## src/rtl/muldiv_pkg.sv

```systemverilog
// Shared definitions for the multiply/divide sequencer: op codes, FSM
// encoding and the done-flag blanking window.
package muldiv_pkg;

    localparam logic [1:0] OP_MULT = 2'b00;
    localparam logic [1:0] OP_DIV  = 2'b01;
    localparam logic [1:0] OP_MFHI = 2'b10;
    localparam logic [1:0] OP_MFLO = 2'b11;

    // Cycles at the start of a run during which the unit's done flag is
    // still the stale value from the previous operation.
    localparam int DONE_BLANK = 2;

    localparam int RUN_CNT_W = 7;

    typedef enum logic [1:0] {
        ST_IDLE     = 2'd0,
        ST_RUN_MULT = 2'd1,
        ST_RUN_DIV  = 2'd2,
        ST_DRAIN    = 2'd3
    } state_t;

    function automatic logic is_run(input state_t s);
        return (s == ST_RUN_MULT) || (s == ST_RUN_DIV);
    endfunction

endpackage

```

## src/rtl/run_watchdog.sv

```systemverilog
// Cycle counter for a RUN state, with a terminal-count flag that marks the
// last cycle before the sequencer gives up on the unit.
module run_watchdog #(
    parameter int TIMEOUT_CYCLES = 48,
    parameter int CNT_W          = 7
) (
    input  logic             clock,
    input  logic             reset,
    input  logic             clear,
    input  logic             enable,
    output logic [CNT_W-1:0] run_cnt,
    output logic             tc
);

    // Counter restarts from 0 whenever the sequencer is outside a RUN state.
    always_ff @(posedge clock or posedge reset) begin
        if (reset) begin
            run_cnt <= '0;
        end else if (clear) begin
            run_cnt <= '0;
        end else if (enable) begin
            run_cnt <= run_cnt + 1'b1;
        end
    end

    assign tc = (run_cnt == CNT_W'(TIMEOUT_CYCLES - 1));

endmodule

```

## src/rtl/muldiv_sequencer.sv

```systemverilog
// Sequencer between the control unit and the iterative multiplier/divider.
// Handshake: an op is taken on a rising clock edge where op_valid && op_ready;
// op_ready is high only in IDLE, and op_code/op_b are sampled only on that
// edge. The unit ctrl lines are level start/hold signals; done is sticky and
// only cleared by the unit's own init cycle, hence the blanking window.
module muldiv_sequencer
    import muldiv_pkg::*;
#(
    parameter int TIMEOUT_CYCLES = 48
) (
    input  logic        clock,
    input  logic        reset,
    input  logic        op_valid,
    input  logic [1:0]  op_code,
    input  logic [31:0] op_b,
    output logic        op_ready,
    output logic        busy,
    output logic        mult_ctrl,
    input  logic        mult_done,
    input  logic [31:0] mult_hi,
    input  logic [31:0] mult_lo,
    output logic        div_ctrl,
    input  logic        div_done,
    input  logic [31:0] div_hi,
    input  logic [31:0] div_lo,
    output logic [31:0] hi,
    output logic [31:0] lo,
    output logic [31:0] rd_data,
    output logic        rd_valid,
    output logic        div_zero,
    output logic        timeout_err,
    output state_t      dbg_state
);

    state_t                 state;
    state_t                 state_nxt;
    logic                   accept;
    logic                   in_run;
    logic [RUN_CNT_W-1:0]   run_cnt;
    logic                   run_tc;
    logic                   unit_done;
    logic                   done_valid;
    logic [31:0]            res_hi;
    logic [31:0]            res_lo;

    assign accept     = op_valid && (state == ST_IDLE);
    assign in_run     = is_run(state);
    assign unit_done  = (state == ST_RUN_MULT) ? mult_done : div_done;
    assign done_valid = in_run && unit_done && (run_cnt >= RUN_CNT_W'(DONE_BLANK));
    assign res_hi     = (state == ST_RUN_MULT) ? mult_hi : div_hi;
    assign res_lo     = (state == ST_RUN_MULT) ? mult_lo : div_lo;
    assign dbg_state  = state;

    run_watchdog #(
        .TIMEOUT_CYCLES (TIMEOUT_CYCLES),
        .CNT_W          (RUN_CNT_W)
    ) u_run_watchdog (
        .clock   (clock),
        .reset   (reset),
        .clear   (!in_run),
        .enable  (in_run),
        .run_cnt (run_cnt),
        .tc      (run_tc)
    );

    // State register.
    always_ff @(posedge clock or posedge reset) begin
        if (reset) begin
            state <= ST_IDLE;
        end else begin
            state <= state_nxt;
        end
    end

    // Next-state: a valid done wins over the watchdog on the same edge.
    always_comb begin
        state_nxt = state;
        case (state)
            ST_IDLE: begin
                if (accept) begin
                    if (op_code == OP_MULT) begin
                        state_nxt = ST_RUN_MULT;
                    end else if ((op_code == OP_DIV) && (op_b != 32'd0)) begin
                        state_nxt = ST_RUN_DIV;
                    end
                end
            end
            ST_RUN_MULT, ST_RUN_DIV: begin
                if (done_valid || run_tc) begin
                    state_nxt = ST_DRAIN;
                end
            end
            ST_DRAIN: state_nxt = ST_IDLE;
            default:  state_nxt = ST_IDLE;
        endcase
    end

    // Outputs decoded from state only, so ctrl drops as soon as reset does.
    always_comb begin
        op_ready  = (state == ST_IDLE);
        busy      = (state != ST_IDLE);
        mult_ctrl = (state == ST_RUN_MULT);
        div_ctrl  = (state == ST_RUN_DIV);
    end

    // HI/LO commit, MFHI/MFLO read-out and the one-cycle event pulses.
    always_ff @(posedge clock or posedge reset) begin
        if (reset) begin
            hi          <= 32'd0;
            lo          <= 32'd0;
            rd_data     <= 32'd0;
            rd_valid    <= 1'b0;
            div_zero    <= 1'b0;
            timeout_err <= 1'b0;
        end else begin
            rd_valid    <= 1'b0;
            div_zero    <= 1'b0;
            timeout_err <= 1'b0;
            if (accept) begin
                case (op_code)
                    OP_MFHI: begin
                        rd_data  <= hi;
                        rd_valid <= 1'b1;
                    end
                    OP_MFLO: begin
                        rd_data  <= lo;
                        rd_valid <= 1'b1;
                    end
                    OP_DIV: begin
                        if (op_b == 32'd0) begin
                            div_zero <= 1'b1;
                        end
                    end
                    default: ;
                endcase
            end
            if (done_valid) begin
                hi <= res_hi;
                lo <= res_lo;
            end else if (in_run && run_tc) begin
                timeout_err <= 1'b1;
            end
        end
    end

endmodule

```

## config.mk

```make
export PLATFORM = sky130hd
export DESIGN_NAME = muldiv_sequencer
export DESIGN_NICKNAME = d
export VERILOG_FILES = /design/src/rtl/muldiv_pkg.sv /design/src/rtl/run_watchdog.sv /design/src/rtl/muldiv_sequencer.sv
export SDC_FILE = /design/constraint.sdc
export NUM_CORES = 1
export LEC_CHECK = 0
export ABC_AREA = 0
export BUFFER_PORTS_ARGS = -buffer_cell sky130_fd_sc_hd__buf_2
export CAP_MARGIN = 25
export CORE_ASPECT_RATIO = 0.8
export CORE_MARGIN = 3
export CORE_UTILIZATION = 45
export CTS_CLUSTER_SIZE = 8
export DETAILED_ROUTE_END_ITERATION = 12
export PLACE_DENSITY_LB_ADDON = 0.05
export SKIP_CTS_REPAIR_TIMING = 1
export SYNTH_ARGS = -nofsm -noshare
export SYNTH_HDL_FRONTEND = slang
export SYNTH_HIERARCHICAL = 1
export SYNTH_SLANG_ARGS = --single-unit
```

## constraint.sdc

```tcl
create_clock -name clock -period 3.95 [get_ports clock]
set_clock_uncertainty 0.1 [all_clocks]
set_input_delay 0.1975 -clock clock [delete_from_list [all_inputs] [get_ports clock]]
set_output_delay 0.1975 -clock clock [all_outputs]
set_load 0.05 [all_outputs]
```

Word-level counts from Yosys, hierarchy flattened
Cells that the tools add are included.
- register bits after elaboration: 108
- input port bits: 167
- output and inout port bits: 105
- word-level logic and storage cells: 54
- $add $sub $neg: 1
- magnitude comparators: 1
- equal/unequal tests: 10
- mux-type cells: 17
- reduce and logical (&&, ||, !) cells: 17
- operator list (kind ; count):
    2-to-1 mux 32 bit ; 2
    case mux 32 bit (2 select lines) ; 1
    logical NOT 32 bit ; 1
    nonzero test 32 bit ; 1
    == test 2 bit, second input constant ; 4
    2-to-1 mux 1 bit ; 8
    2-to-1 mux 2 bit ; 4
    adder 7 x 1 -> 7 bit, second input constant ; 1
    == test 7 x 6 -> 1 bit, second input constant ; 1
    >= comparator 7 x 2 -> 1 bit, second input constant ; 1
    2-to-1 mux 7 bit ; 1
    case mux 2 bit (3 select lines) ; 1
    logical AND 1 bit ; 5
    == test 2 x 1 -> 1 bit, second input constant ; 2
    logical NOT 2 bit ; 2
    nonzero test 2 bit ; 2
    OR reduction 2 bit ; 2
    inequality test 3 x 1 -> 1 bit, second input constant ; 1
    AND reduction 3 bit ; 1
    logical OR 1 bit ; 2
    inequality test 2 x 1 -> 1 bit, second input constant ; 1
    inequality test 2 bit, second input constant ; 1
    AND reduction 2 bit ; 1

Depth between registers and ports, before layout
- word-level depth: 7
- mapped depth: 10
- gate-level depth less buffers: 7

Cells and area by module
The synthesis kept the hierarchy.
- modules (own cells, without submodules) (module ; times used ; cells each ; area an instance (um^2) ; sequential area each (um^2)):
    muldiv_sequencer ; 1 ; 470 ; 4679.5 ; 2527.4
    run_watchdog ; 1 ; 33 ; 336.6 ; 175.2

Least setup slack after synthesis
Ideal clock, no wire load.
- kind: reg-to-reg
- start: register state[1], in the netlist dbg_state[1]
- end: register state[0], in the netlist dbg_state[0]
- library setup time: 122 ps
- arrival time: 2251 ps
- data required time: 3728 ps
- slack: 1477 ps
- cell stages (with the launch flop): 7
- buffers on the path: 0
- cells stage by stage: dfrtp_1 > inv_1 > ha_1 > inv_1 > nor3_1 > a221oi_1 > o22a_1
- elaborated cells on any way between the ends: 16
- those cells by class: eq/ne (6); mux (2); reduce/logical (8)
- RTL lines (element ; RTL line ; source):
    start: declaration ; muldiv_sequencer.sv:35 ; state_t state;
    start signal: assignment ; muldiv_sequencer.sv:71 ; state <= state_nxt;
    logical NOT 2 bit (*) ; - ;
    via op_ready ; muldiv_sequencer.sv:16 ; output logic op_ready,
    logical AND 1 bit ; muldiv_sequencer.sv:46 ; assign accept = op_valid && (state == ST_IDLE);
    inequality test 2 x 1 -> 1 bit (no line) ; - ;
    AND reduction 3 bit (no line) ; - ;
Mark *: on every way through the listed nets, which the timed path passes. The rest lies on a longest branch.
A chain may end at the register's enable or synchronous reset.

Worst setup path after layout
- start: register state[1], in the netlist dbg_state[1]
- end: register lo[26]
- cells in the longest elaborated chain, start to end: 4
- elaborated cells on any way between the ends: 7
- those cells by class: eq/ne (2); mux (2); reduce/logical (3)
- RTL lines (element ; RTL line ; source):
    == test 2 x 1 -> 1 bit or == test 2 bit (tied branches) ; muldiv_pkg.sv:24, muldiv_sequencer.sv:48, muldiv_sequencer.sv:51 ;
    2-to-1 mux 1 bit or logical OR 1 bit (tied branches) ; muldiv_sequencer.sv:48, muldiv_pkg.sv:24 ;
    logical AND 1 bit (2 in series) ; muldiv_sequencer.sv:49 ; assign done_valid = in_run && unit_done && (run_cnt >= RUN_CNT_W'(DONE_BLANK));
    end signal: assignment ; muldiv_sequencer.sv:139 ; lo <= res_lo;
    end: declaration ; muldiv_sequencer.sv:27 ; output logic [31:0] lo,
Several ways; a longest one is shown, not always the timed one.

==> summary.txt <==
Run status
  • Status: complete, no violations

Floorplan
  • # rows: 33
  • # IOs: 272
  • Die Width: approximately 120 um
  • Die area: 0.0125 mm^2
  • Core region area: 0.0106 mm^2
  • Die Y: between 100 and 150 um
  • Initial core utilization: roughly 47%

Yosys
  • Share of the synthesized area in the top cell type: a little over half
  • Sequential fraction of the synthesis area: between 50% and 60%
  • Number of synthesized flops with an enable pin: 0
  • Async S/R FF share, synth: between 90% and 100%
  • #FFs+latches synth: roughly 110
  • Syn nets: around 680
  • Unique masters post-synth: 31
  • Mapped Cells: 503
  • Post-Syn Area per Cell: roughly 10 um^2
  • Synth area leaders: dfrtp_1 54%, mux2i_1 13%, o21ai_0 9.0%
  • Cell area after synthesis: between 0.005 and 0.006 mm^2
  • Synth Flop Type: dfrtp_1
  • Area leader, netlist: dfrtp_1
  • Ys Warns: 6

STA
  • Final Hold Viols: 0
  • Relative slew slack: 61.1%
  • Final period utilization: ~67%
  • Final Max Slew Viols: 0
  • Final worst path period need: around 2.7 ns
  • Worst Tran Pin Value: roughly 0.58 ns
  • Setup TNS: 0 ns
  • Final setup violation count: 0
  • Fmax: around 380 MHz
  • RSZ-0062 raised after global routing: no

Global route
  • Vias in the first global route: around 4400
  • Initial antenna violation count: 0
  • Gr usage total: a little over a fifth
  • Global-route wire length before repair: around 21 mm
  • Grt ovf: 0
  • Pin count of the biggest net entering global routing: between 100 and 150

Placement
  • Placer congestion estimate: 0.835
  • Port Buffer Count: between 200 and 300
  • Post-DP HPWL: approximately 11 mm

CTS
  • Number of buffers created by CTS: 9
  • # clock sinks: around 110
  • CTS clk-pin slew, worst paths: 0.07 ns
  • CTS tree: yes
  • Root Driver: clkbuf_16
  • Clk buf depth: 2
  • Clk Latency, worst-skew pair: about 0.34 ns
  • H-tree levels: 3

Worst setup path
  • Worst reg2reg path depth: 8
  • R2R Setup Slk: ~1.3 ns
  • Startpoint types: flip-flop
  • Crit Path Class: reg -> reg
  • FF-to-FF Start: dbg_state[1]
  • Worst r2r dst: lo[26]
  • Crit-path max FO: between 70 and 80
  • CP required: just over 4 ns
  • Arrival @ worst endpoint: around 2.8 ns
  • CP endpoint kind: flip-flop

Hold path
  • Hold wc startpoint: div_hi[23]
  • Hold worst-path end: hi[23]
  • Min-delay worst type: in -> reg
  • Worst Hold Depth: 3

Route
  • Via/cell ratio: a little over 5
  • Post-DRT Antenna Nets: 0
  • WL/cell: between 15 and 20 um
  • WL final: between 10 and 15 mm
  • DRC: 0
  • TritonRoute pass-1 iters: 4
  • DRT iter0 DRCs: 333
  • Via count: 4674

Finish
  • Share of cells above drive strength 1: 39.4%
  • Final #Nets: 929
  • Synthesis-to-layout area growth: 35.2%
  • Diodes inserted: 0

Job
  • Maxcap violations: 0

Power
  • Peak supply drop: slightly above 0.6 mV
  • Power per standard cell area: between 900 and 1000 mW/mm^2
  • P_leak: approximately 0.0036 uW
  • Total Power: around 6100 uW
flip-flops by register name, summed over array words and instances, names as in the netlist:
name and count:
dbg_state 2, div_zero 1, hi 32, lo 32
rd_data 32, rd_valid 1, timeout_err 1, u_run_watchdog/run_cnt 7
stage by stage:
| stage | std cells | hold slack [ns] | instance area, um^2 | util (%) | setup WS [ns] |
|---|---|---|---|---|---|
| after floorplan | 503 | -0.0991 | 5020 | - | 1.01 |
| after global placement | 883 | 0.0811 | 6430 | 60.8 | 1.19 |
| after detailed placement | 883 | 0.0849 | 6430 | 60.8 | 1.09 |
| after CTS | 899 | -0.281 | 6730 | 63.7 | 1.05 |
| after global routing | 902 | 0.0184 | 6780 | 64.2 | 1.06 |
| final | 902 | 0.0315 | 6780 | 64.2 | 1.29 |
logic make-up (layout without fill, tap and decap cells):
| family | count (synthesis) | after routing | synth area share (%) |
|---|---|---|---|
| AO/OA/AOI/OAI | 142 | 142 | 15.5 |
| flip-flops | 108 | 108 | 53.9 |
| XOR/XNOR | 4 | 4 | 0.699 |
| multiplexers | 66 | 66 | 13.2 |
| AND/OR/NAND/NOR | 133 | 133 | 11.2 |
| buffers and inverters | 45 | 304 | 4.29 |
| adder cells (fa/ha/maj) | 5 | 5 | 1.25 |
Yosys cell counts, drive strengths merged, types with 3 or more instances:
cell type,number
o22ai,33
nor2,8
nand4,5
buf,22
nor3,3
o21ai,101
xor2,3
inv,9
nor4,9
ha,5
dfrtp,108
clkbuf,14
a21oi,3
nand2,100
mux2i,66
how the worst max path moves through the flow:
stage | startpoint | endpoint
after CTS | dbg_state[1] | timeout_err
after floorplan | reset | dbg_state[0]
after global placement | dbg_state[1] | timeout_err
after detailed placement | dbg_state[1] | timeout_err
final | dbg_state[1] | lo[26]
after global routing | dbg_state[1] | hi[15]
cell type report:
cell class	instances	area [um^2]
Timing Repair Buffer	279	1440
Clock inverter	6	71.3
Fill cell	915	3790
Tap cell	140	175
Clock buffer	10	229
Inverter	9	36.3
Sequential cell	108	2700
Multi-Input combinational cell	350	2120
per-layer routing:
metal | wire length [um] | up-vias | global-route usage [%]
met4 | 262 | 0 | 5.30
met3 | 1030 | 24 | 5.86
li1 | - | 2291 | -
met2 | 7060 | 166 | 38.3
met5 | 0 | - | 0
met1 | 5840 | 2193 | 27.2
cell usage in the layout, fill, tap and decap left out, types with 2 or more instances in the layout:
master	n
buf_12	2
o21ai_0	90
o21ai_1	11
o22ai_1	33
mux2i_1	66
nor4_1	9
buf_4	5
clkbuf_16	9
and3_1	2
xor2_1	3
nand2b_1	2
nand4_1	4
or3_1	2
nor2_1	8
nor3_1	3
a21oi_1	3
ha_1	4
inv_1	8
o221a_2	2
buf_2	271
dfrtp_1	108
nand2_1	99
worst max-delay path, stage by stage (launching register included):
cell	delay [ns]
dfrtp_1	0.40
inv_1	0.15
ha_4	0.53
mux2i_1	0.18
a21oi_1	0.28
nand2_4	0.34
buf_12	0.32
nand2_1	0.10
o21ai_0	0.08
power breakdown:
group | total [uW] | switching [uW] | internal [uW]
Sequential | 1850 | 318 | 1530
Clock | 902 | 404 | 499
Combinational | 3390 | 2480 | 903
(Power assumes the default switching activity.)
